$ cat src/rtl/crypto_pkg.sv
// ============================================================================
// Module      : crypto_pkg
// Description : Shared widths, NetFPGA tuser field offsets and tstrb popcount
//               for the crypto datapath.
// Revision    : 1.0 - initial release
// ============================================================================
`default_nettype none

package crypto_pkg;

    localparam int C_DEF_DATA_WIDTH  = 256;
    localparam int C_DEF_TUSER_WIDTH = 128;
    localparam int C_DEF_KEY_WIDTH   = 32;

    // Widest tstrb the popcount helper accepts (1024-bit tdata).
    localparam int C_MAX_STRB_WIDTH  = 128;

    // NetFPGA tuser layout
    localparam int C_TUSER_LEN_LSB      = 0;
    localparam int C_TUSER_LEN_MSB      = 15;
    localparam int C_TUSER_SRC_PORT_LSB = 16;
    localparam int C_TUSER_SRC_PORT_MSB = 23;
    localparam int C_TUSER_DST_PORT_LSB = 24;
    localparam int C_TUSER_DST_PORT_MSB = 31;

    function automatic logic [7:0] popcount_strb(input logic [C_MAX_STRB_WIDTH-1:0] strb);
        logic [7:0] cnt;
        cnt = '0;
        for (int i = 0; i < C_MAX_STRB_WIDTH; i++) begin
            cnt = cnt + 8'(strb[i]);
        end
        return cnt;
    endfunction

endpackage

`default_nettype wire

$ cat src/rtl/axis_skid_buffer.sv
// ============================================================================
// Module      : axis_skid_buffer
// Description : Generic two-entry skid buffer with a registered upstream ready.
// Revision    : 1.0 - initial release
// ============================================================================
`default_nettype none

module axis_skid_buffer #(
    parameter int WIDTH = 8
) (
    input  logic             clk,
    input  logic             rst,
    input  logic [WIDTH-1:0] i_data,
    input  logic             i_valid,
    output logic             o_ready,
    output logic [WIDTH-1:0] o_data,
    output logic             o_valid,
    input  logic             i_ready
);

    logic             r_main_valid;
    logic             r_skid_valid;
    logic             r_ready;
    logic [WIDTH-1:0] r_main_data;
    logic [WIDTH-1:0] r_skid_data;

    logic             w_accept;
    logic             w_main_free;
    logic             w_main_valid_nxt;
    logic             w_skid_valid_nxt;
    logic             w_main_load_skid;
    logic             w_main_load_in;
    logic             w_skid_load;

    // r_ready mirrors an empty skid, so an accept never coincides with a full skid.
    always_comb begin
        w_accept         = i_valid & r_ready;
        w_main_free      = ~r_main_valid | i_ready;
        w_main_valid_nxt = r_main_valid;
        w_skid_valid_nxt = r_skid_valid;
        w_main_load_skid = 1'b0;
        w_main_load_in   = 1'b0;
        w_skid_load      = 1'b0;
        if (w_main_free) begin
            if (r_skid_valid) begin
                w_main_load_skid = 1'b1;
                w_main_valid_nxt = 1'b1;
                w_skid_valid_nxt = 1'b0;
            end else begin
                w_main_load_in   = w_accept;
                w_main_valid_nxt = w_accept;
                w_skid_valid_nxt = 1'b0;
            end
        end else begin
            w_skid_load      = w_accept;
            w_skid_valid_nxt = r_skid_valid | w_accept;
        end
    end

    always_ff @(posedge clk or posedge rst) begin
        if (rst) begin
            r_main_valid <= 1'b0;
            r_skid_valid <= 1'b0;
            r_ready      <= 1'b0;
            r_main_data  <= '0;
            r_skid_data  <= '0;
        end else begin
            r_main_valid <= w_main_valid_nxt;
            r_skid_valid <= w_skid_valid_nxt;
            r_ready      <= ~w_skid_valid_nxt;
            if (w_main_load_skid) begin
                r_main_data <= r_skid_data;
            end else if (w_main_load_in) begin
                r_main_data <= i_data;
            end
            if (w_skid_load) begin
                r_skid_data <= i_data;
            end
        end
    end

    assign o_ready = r_ready;
    assign o_data  = r_main_data;
    assign o_valid = r_main_valid;

endmodule

`default_nettype wire

$ cat src/rtl/crypto_key_latch.sv
// ============================================================================
// Module      : crypto_key_latch
// Description : Registers the AXI4-Stream, latches the key once per packet and
//               keeps packet/byte statistics.
// Revision    : 1.0 - initial release
// ============================================================================
`default_nettype none

module crypto_key_latch
    import crypto_pkg::*;
#(
    parameter int C_AXIS_DATA_WIDTH  = C_DEF_DATA_WIDTH,
    parameter int C_AXIS_TUSER_WIDTH = C_DEF_TUSER_WIDTH,
    parameter int KEY_WIDTH          = C_DEF_KEY_WIDTH
) (
    input  logic                            axi_aclk,
    input  logic                            axi_reset,

    input  logic [C_AXIS_DATA_WIDTH-1:0]    s_axis_tdata,
    input  logic [C_AXIS_DATA_WIDTH/8-1:0]  s_axis_tstrb,
    input  logic [C_AXIS_TUSER_WIDTH-1:0]   s_axis_tuser,
    input  logic                            s_axis_tlast,
    input  logic                            s_axis_tvalid,
    output logic                            s_axis_tready,

    output logic [C_AXIS_DATA_WIDTH-1:0]    m_axis_tdata,
    output logic [C_AXIS_DATA_WIDTH/8-1:0]  m_axis_tstrb,
    output logic [C_AXIS_TUSER_WIDTH-1:0]   m_axis_tuser,
    output logic                            m_axis_tlast,
    output logic                            m_axis_tvalid,
    input  logic                            m_axis_tready,
    output logic [KEY_WIDTH-1:0]            m_axis_key,

    input  logic [KEY_WIDTH-1:0]            key_in,
    input  logic                            stat_clear,
    output logic [31:0]                     pkt_count,
    output logic [31:0]                     byte_count
);

    localparam int C_STRB_WIDTH = C_AXIS_DATA_WIDTH / 8;
    localparam int C_BUF_WIDTH  = KEY_WIDTH + 1 + C_AXIS_TUSER_WIDTH + C_STRB_WIDTH
                                  + C_AXIS_DATA_WIDTH;

    logic                        r_sop;
    logic [KEY_WIDTH-1:0]        r_pkt_key;
    logic [31:0]                 r_pkt_count;
    logic [31:0]                 r_byte_count;

    logic                        w_accept;
    logic [KEY_WIDTH-1:0]        w_beat_key;
    logic [C_MAX_STRB_WIDTH-1:0] w_strb_ext;
    logic [7:0]                  w_beat_bytes;
    logic [C_BUF_WIDTH-1:0]      w_buf_in;
    logic [C_BUF_WIDTH-1:0]      w_buf_out;

    assign w_accept     = s_axis_tvalid & s_axis_tready;
    // The first beat uses the live key so single-beat packets need no extra cycle.
    assign w_beat_key   = r_sop ? key_in : r_pkt_key;
    assign w_strb_ext   = C_MAX_STRB_WIDTH'(s_axis_tstrb);
    assign w_beat_bytes = popcount_strb(w_strb_ext);

    assign w_buf_in = {w_beat_key, s_axis_tlast, s_axis_tuser, s_axis_tstrb, s_axis_tdata};

    always_ff @(posedge axi_aclk or posedge axi_reset) begin
        if (axi_reset) begin
            r_sop     <= 1'b1;
            r_pkt_key <= '0;
        end else if (w_accept) begin
            r_sop <= s_axis_tlast;
            if (r_sop) begin
                r_pkt_key <= key_in;
            end
        end
    end

    // A clear coinciding with an accept discards that beat's contribution.
    always_ff @(posedge axi_aclk or posedge axi_reset) begin
        if (axi_reset) begin
            r_pkt_count  <= '0;
            r_byte_count <= '0;
        end else if (stat_clear) begin
            r_pkt_count  <= '0;
            r_byte_count <= '0;
        end else if (w_accept) begin
            r_byte_count <= r_byte_count + 32'(w_beat_bytes);
            if (s_axis_tlast) begin
                r_pkt_count <= r_pkt_count + 32'd1;
            end
        end
    end

    axis_skid_buffer #(
        .WIDTH (C_BUF_WIDTH)
    ) u_skid (
        .clk     (axi_aclk),
        .rst     (axi_reset),
        .i_data  (w_buf_in),
        .i_valid (s_axis_tvalid),
        .o_ready (s_axis_tready),
        .o_data  (w_buf_out),
        .o_valid (m_axis_tvalid),
        .i_ready (m_axis_tready)
    );

    assign {m_axis_key, m_axis_tlast, m_axis_tuser, m_axis_tstrb, m_axis_tdata} = w_buf_out;

    assign pkt_count  = r_pkt_count;
    assign byte_count = r_byte_count;

endmodule

`default_nettype wire
$ cat config.mk
export PLATFORM = sky130hd
export DESIGN_NAME = crypto_key_latch
export DESIGN_NICKNAME = d
export VERILOG_FILES = /design/src/rtl/crypto_pkg.sv /design/src/rtl/axis_skid_buffer.sv /design/src/rtl/crypto_key_latch.sv
export SDC_FILE = /design/constraint.sdc
export NUM_CORES = 2
export LEC_CHECK = 0
export ABC_AREA = 0
export BUFFER_PORTS_ARGS = -buffer_cell sky130_fd_sc_hd__buf_2
export CAP_MARGIN = 10
export CORE_AREA = 4 4 380 382
export DETAILED_ROUTE_END_ITERATION = 10
export DIE_AREA = 0 0 384 386
export PLACE_DENSITY = 0.52
export SLEW_MARGIN = 20
export SYNTH_ARGS = -nofsm -noshare
export SYNTH_HDL_FRONTEND = slang
export SYNTH_SLANG_ARGS = --single-unit
$ cat constraint.sdc
create_clock -name axi_aclk -period 94 [get_ports axi_aclk]
set_input_delay 4.7 -clock axi_aclk [delete_from_list [all_inputs] [get_ports axi_aclk]]
set_output_delay 4.7 -clock axi_aclk [all_outputs]
set_load 0.05 [all_outputs]
### Yosys cells after proc, flatten, opt, wreduce, memory -nomap -nowiden

Cells that the tools add are included.

| storage, ports and cells | value |
|---|---|
| bits in registers | 998 |
| logic and storage cells | 66 |
| output and inout port bits | 515 |
| bits of input ports | 454 |

| cells by class | value |
|---|---|
| $add $sub $neg | 33 |
| muxes and demuxes | 15 |
| reduce and logical (&&, ||, !) cells | 4 |
| bitwise gates (word level) | 5 |

Operators by type and width:

| kind | count |
|---|---|
| $mux 449 | 2 |
| $add 8x1->8 | 24 |
| $mux 32 | 6 |
| $add 32x1->32 const B | 1 |
| $add 32x8->32 | 1 |
| $add 7x1->8 | 1 |
| $add 6x1->7 | 1 |
| $mux 1 | 7 |
| $add 5x1->6 | 1 |
| $reduce_bool 2->1 | 3 |
| $add 4x1->5 | 1 |
| $add 3x1->4 | 1 |
| $add 2x1->3 | 1 |
| $add 1x1->2 | 1 |
| $not 1->1 | 2 |
| $or 1x1->1 | 2 |
| $reduce_and 2->1 | 1 |
| $and 1x1->1 | 1 |

### Longest topological paths before layout

| logic depth | value |
|---|---|
| depth in word-level cells | 34 |
| mapped depth | 17 |
| gate-level depth less buffers | 16 |

### Hierarchy

From an unflattened synthesis, not the netlist that was laid out.

| second synthesis, totals | value |
|---|---|
| cells, all modules | 3576 |
| area, all modules | 43897.1 um^2 |

By module, submodules not included:

| module | instances | cells each | area each (um^2) | seq. area each (um^2) |
|---|---|---|---|---|
| axis_skid_buffer | 1 | 2954 | 38029.0 | 22546.6 |
| crypto_key_latch | 1 | 622 | 5868.1 | 2428.6 |

### Worst setup path before layout

No wires, ideal clock.

| timing | value |
|---|---|
| path type | in2reg |
| start | in s_axis_tstrb[5] |
| end | reg r_byte_count[30] (netlist: byte_count[30]) |
| library setup time | 0.083 ns |
| arrival | 9.495 ns |
| setup slack | 84.423 ns |
| stages on the path | 16 |
| data required time | 93.917 ns |
| cells stage by stage | inv_1 fa_1 fa_1 fa_1 fa_1 fa_1 fa_1 fa_1 inv_1 fa_1 a211oi_1 o21ai_0 clkbuf_1 nand3_1 or4_1 o21ai_0 |

| between the ends | value |
|---|---|
| longest elaborated chain between the ends | 30 |

Ends and longest elaborated chain:

| what | line | RTL |
|---|---|---|
| start, declared | crypto_key_latch.sv:20 | `input logic [C_AXIS_DATA_WIDTH/8-1:0] s_axis_tstrb,` |
| $add 5x1->6 | crypto_pkg.sv:30 | `cnt = cnt + 8'(strb[i]);` |
| $add 6x1->7 | crypto_pkg.sv:30 |  |
| $add 7x1->8 | crypto_pkg.sv:30 |  |
| $add 8x1->8 (24 in series) | crypto_pkg.sv:30 |  |
| $add 32x8->32 | crypto_key_latch.sv:85 | `r_byte_count <= r_byte_count + 32'(w_beat_bytes);` |
| $mux 32 | crypto_key_latch.sv:84 | `end else if (w_accept) begin` |
| $mux 32 | crypto_key_latch.sv:81 | `end else if (stat_clear) begin` |
| end signal, assigned | crypto_key_latch.sv:85 |  |
| end, declared | crypto_key_latch.sv:47 | `logic [31:0] r_byte_count;` |

No other way between the ends. The select of a mux whose other input is x is not followed.
A chain may end at the register's enable or synchronous reset.

### Final worst setup path

| timing | value |
|---|---|
| start | in s_axis_tstrb[0] |
| end | reg r_byte_count[13] (netlist: byte_count[13]) |

| between the ends | value |
|---|---|
| longest elaborated chain between the ends | 34 |

Ends and longest elaborated chain:

| what | line |
|---|---|
| $add 1x1->2 | crypto_pkg.sv:30 |
| $add 2x1->3 | crypto_pkg.sv:30 |
| $add 3x1->4 | crypto_pkg.sv:30 |
| $add 4x1->5 | crypto_pkg.sv:30 |
| $add 5x1->6 | crypto_pkg.sv:30 |
| $add 6x1->7 | crypto_pkg.sv:30 |
| $add 7x1->8 | crypto_pkg.sv:30 |
| $add 8x1->8 (24 in series) | crypto_pkg.sv:30 |
| $add 32x8->32 | crypto_key_latch.sv:85 |
| $mux 32 | crypto_key_latch.sv:84 |
| $mux 32 | crypto_key_latch.sv:81 |

No other way between the ends. The select of a mux whose other input is x is not followed.

==> flow_summary.toml <==
[cells_and_area]
final_nets = 4964
final_cell_mix = "997 x dfrtp_1, 968 x buf_2, 567 x o21ai_0"
syn_to_final_growth_pct = 25.22
finish.instance_area_um2 = 51480
final_common_cell = "dfrtp_1"
drive_gt1_share_pct = 35.21

[run_status]
outcome = "finished clean"

[timing]
period_share_pct = 10.17
timing.hold.ws_ns = 0.4721
timing.final.hold_violations = 0
finalMaxSlewViolations = 0
rsz0062_at_grt = "false"
setup-tns-final_ns = 0
post-route-worst-setup-slack_ns = 84.44
setup_viol = 0
max_freq_mhz = 104.6
transition_at_the_pin_with_the_smallest_max_transition_slack_ns = 1.299
skew_ns = 0.03894
period_minus_slack_ns = 9.557
timing.max_slew.rel_slack_pct = 13.39

[clocking]
post_cts_hold_buffer_count = 0
cts-resized-gates = 0
cts_tree = "done"
htree_levels = 3
cts_num_sinks = 998
clockBufferDepth = 3
cts-buffers-inserted = 112
cts_setup_buffers = 0
clock_latency_ns = 0.74
clk_transition_reported_paths_ns = 0.06
clock-root-buffer = "clkbuf_16"

[pwr]
power-per-cell-area_nw_per_um2 = 30.89
power_mw = 1.590
power_switching_share_pct = 40.04
seq_power_share_pct = 38.2
comb_power_share_pct = 34.0
power_switching_mw = 0.6367
cellInternalPower_mw = 0.9535
peakVddDrop_mv = 0.02492
power_leakage_nw = 23.80
power.clock.fraction_pct = 27.8

[place]
place_worst_setup_slack_ns = 83.62
io_buffer_count = 968
place_congestion = 0.8146
placed_cell_area_um2 = 47650
post-dp-hpwl_um = 96960

[routing]
drt_first_iter_violations = 1924
drt_pre_antenna_iters = 5
total_drc_errors_in_the_routed_layout = 0
totalWireLength_um = 139500
route.detailed.wl_per_inst_um = 21.47
route.vias.total = 31400
routed_via_density = 4.835
drt.antenna.violating_nets = 0

[global_route]
grt.total_usage_pct = 18.12
grt_remaining_overflow = 0
grt_first_pass_wirelength_um = 205000
largest_net_degree_at_the_start_of_global_routing = 240
via_count_of_the_first_global_routing_pass = 31060
grt_antenna_before_repair = 70

[floorplan]
design.core.area_um2 = 141100
io-pin-count = 969
initial_utilization_pct = 29.14
fp.dieW_um = 384
std_cell_rows = 138
die-area_um2 = 148200
chipHeight_um = 386

[synth]
seq_area_frac_synth_pct = 60.75
synth-async-reset-ratio_pct = 100.0
avgSynthCellArea_um2 = 11.34
synth.cell_area_um2 = 41110
synth.distinct_cells = 54
synth_edf_count = 0
yosysTopAreaCellShare_pct = 60.68
synth_flop_cell = "dfrtp_1"
synth.net_count = 4122
synthCells = 3626
yosys-top-cells-area = "dfrtp_1 61%, mux2_2 11%, o21ai_0 6.9%, o22ai_1 6.6%, nand2_1 5.1%"
yosysTopAreaCell = "dfrtp_1"
synth_warnings = 0
synth.ff_latch_count = 998

[critical_path]
series_of_cell_instances_along_the_critical_path = "buf_2, fa_1, inv_1, fa_1, inv_1, fa_1, fa_1, fa_1, inv_1, fa_1, inv_1, ha_1, nor2b_1, o2111a_1, o31ai_4, or3_2, a21oi_1"
crit_fanout = 21
worst-endpoint-required_ns = 94.54
endpoint_kind = "flop"
worst_setup_path_start_kind = "input pin"
path_class = "in2reg"
timing.critical_path.arrival_ns = 10.10
path_common_cell = "fa_1"
crit_slowest_cell = "o31ai_4"
slowest_delay_ns = 0.79

[flow_run]
cap_viol_max_count = 0

[min_path]
worst_min_delay_path_category = "reg2reg"
flip-flops by register name, summed over array words and instances, names as in the netlist:
signal,flops
u_skid.r_skid_data,449
u_skid.o_data,449
byte_count,32
r_pkt_key,32
u_skid.r_skid_valid,1
u_skid.o_valid,1
u_skid.o_ready,1
pkt_count,32
r_sop,1
cell families (layout without fill, tap and decap cells):
group / after synthesis / count (layout) / synth area share, %
mux: 431 / 431 / 11.71
flops: 998 / 998 / 60.75
buf+inv: 332 / 1265 / 3.162
fa+ha+maj: 42 / 42 / 1.753
other cells: 0 / 45 / 0
compound gates: 1059 / 1059 / 14.36
simple gates: 724 / 724 / 7.420
xor+xnor: 40 / 40 / 0.8521
critical path: cells and delay by family:
kind	cells	cell delay, ns
AO/OA/AOI/OAI	3	1.17
adder cells (fa/ha/maj)	7	3.34
AND/OR/NAND/NOR	2	0.39
buffers and inverters	5	0.47
cell usage after synthesis, types with 18 or more instances:
library cell and n:
a21oi_1 39, buf_2 39, clkbuf_1 237, dfrtp_1 997, fa_1 26, inv_1 49
mux2_2 399, mux2i_1 32, nand2_1 555, nand3_1 40, nor2_1 45, o21ai_0 567
o22ai_1 433, xnor2_1 22, xor2_1 18
stage by stage:
step | instances | utilization [%]
finish | 6494 | 36.50
global route | 6473 | 36.46
CTS | 6449 | 36.42
detailed placement | 6244 | 33.78
global placement | 6244 | 33.78
floorplan | 3626 | -
final timing paths:
kind,startpoint,endpoint,slack (ns),cells after the start
setup / recovery,s_axis_tstrb[0],byte_count[13]$_DFFE_PP0P_,84.44,17
hold / removal,u_skid.o_data[180]$_DFFE_PP0P_,u_skid.o_data[180]$_DFFE_PP0P_,0.47,2
setup reg to reg,u_skid.o_ready$_DFF_PP0_,u_skid.o_data[237]$_DFFE_PP0P_,88.63,8
hold reg to reg,u_skid.o_data[180]$_DFFE_PP0P_,u_skid.o_data[180]$_DFFE_PP0P_,0.47,2
max in group asynchronous,axi_reset,r_pkt_key[6]$_DFFE_PP0P_,85.44,7
min in group asynchronous,axi_reset,u_skid.o_data[324]$_DFFE_PP0P_,4.19,2
power groups by stage:
| stage | Clock (mW) | Sequential, mW | Combinational (mW) |
|---|---|---|---|
| global placement | 0 | 0.608 | 0.543 |
| CTS | 0.456 | 0.607 | 0.549 |
| detailed placement | 0 | 0.613 | 0.548 |
| finish | 0.441 | 0.607 | 0.541 |
| floorplan | 0 | 0.803 | 0.197 |
| global route | 0.474 | 0.621 | 0.585 |
metal layers:
layer  track usage [%]  wire, µm  part of all wire, %  up-vias
met1             22.61     57800                   41    15560
met3             5.659     10330                  7.4      255
met4             8.086      5530                  4.0       34
met2             28.82     65590                   47      875
met5                 0       205                 0.15        -
li1                  -         -                    -    14670
layout make-up:
cell class                 count  area [µm²]
fill                       14160       89580
sequential                   998       24980
clock inverter                33       415.4
clock buffer                 172        3308
inverter                      50       202.7
antenna                       45       112.6
tap                         1890        2365
multi-input combinational   2296       14880
timing repair buffer        1010        5223
Note: power is estimated with default switching activity, not from simulation.
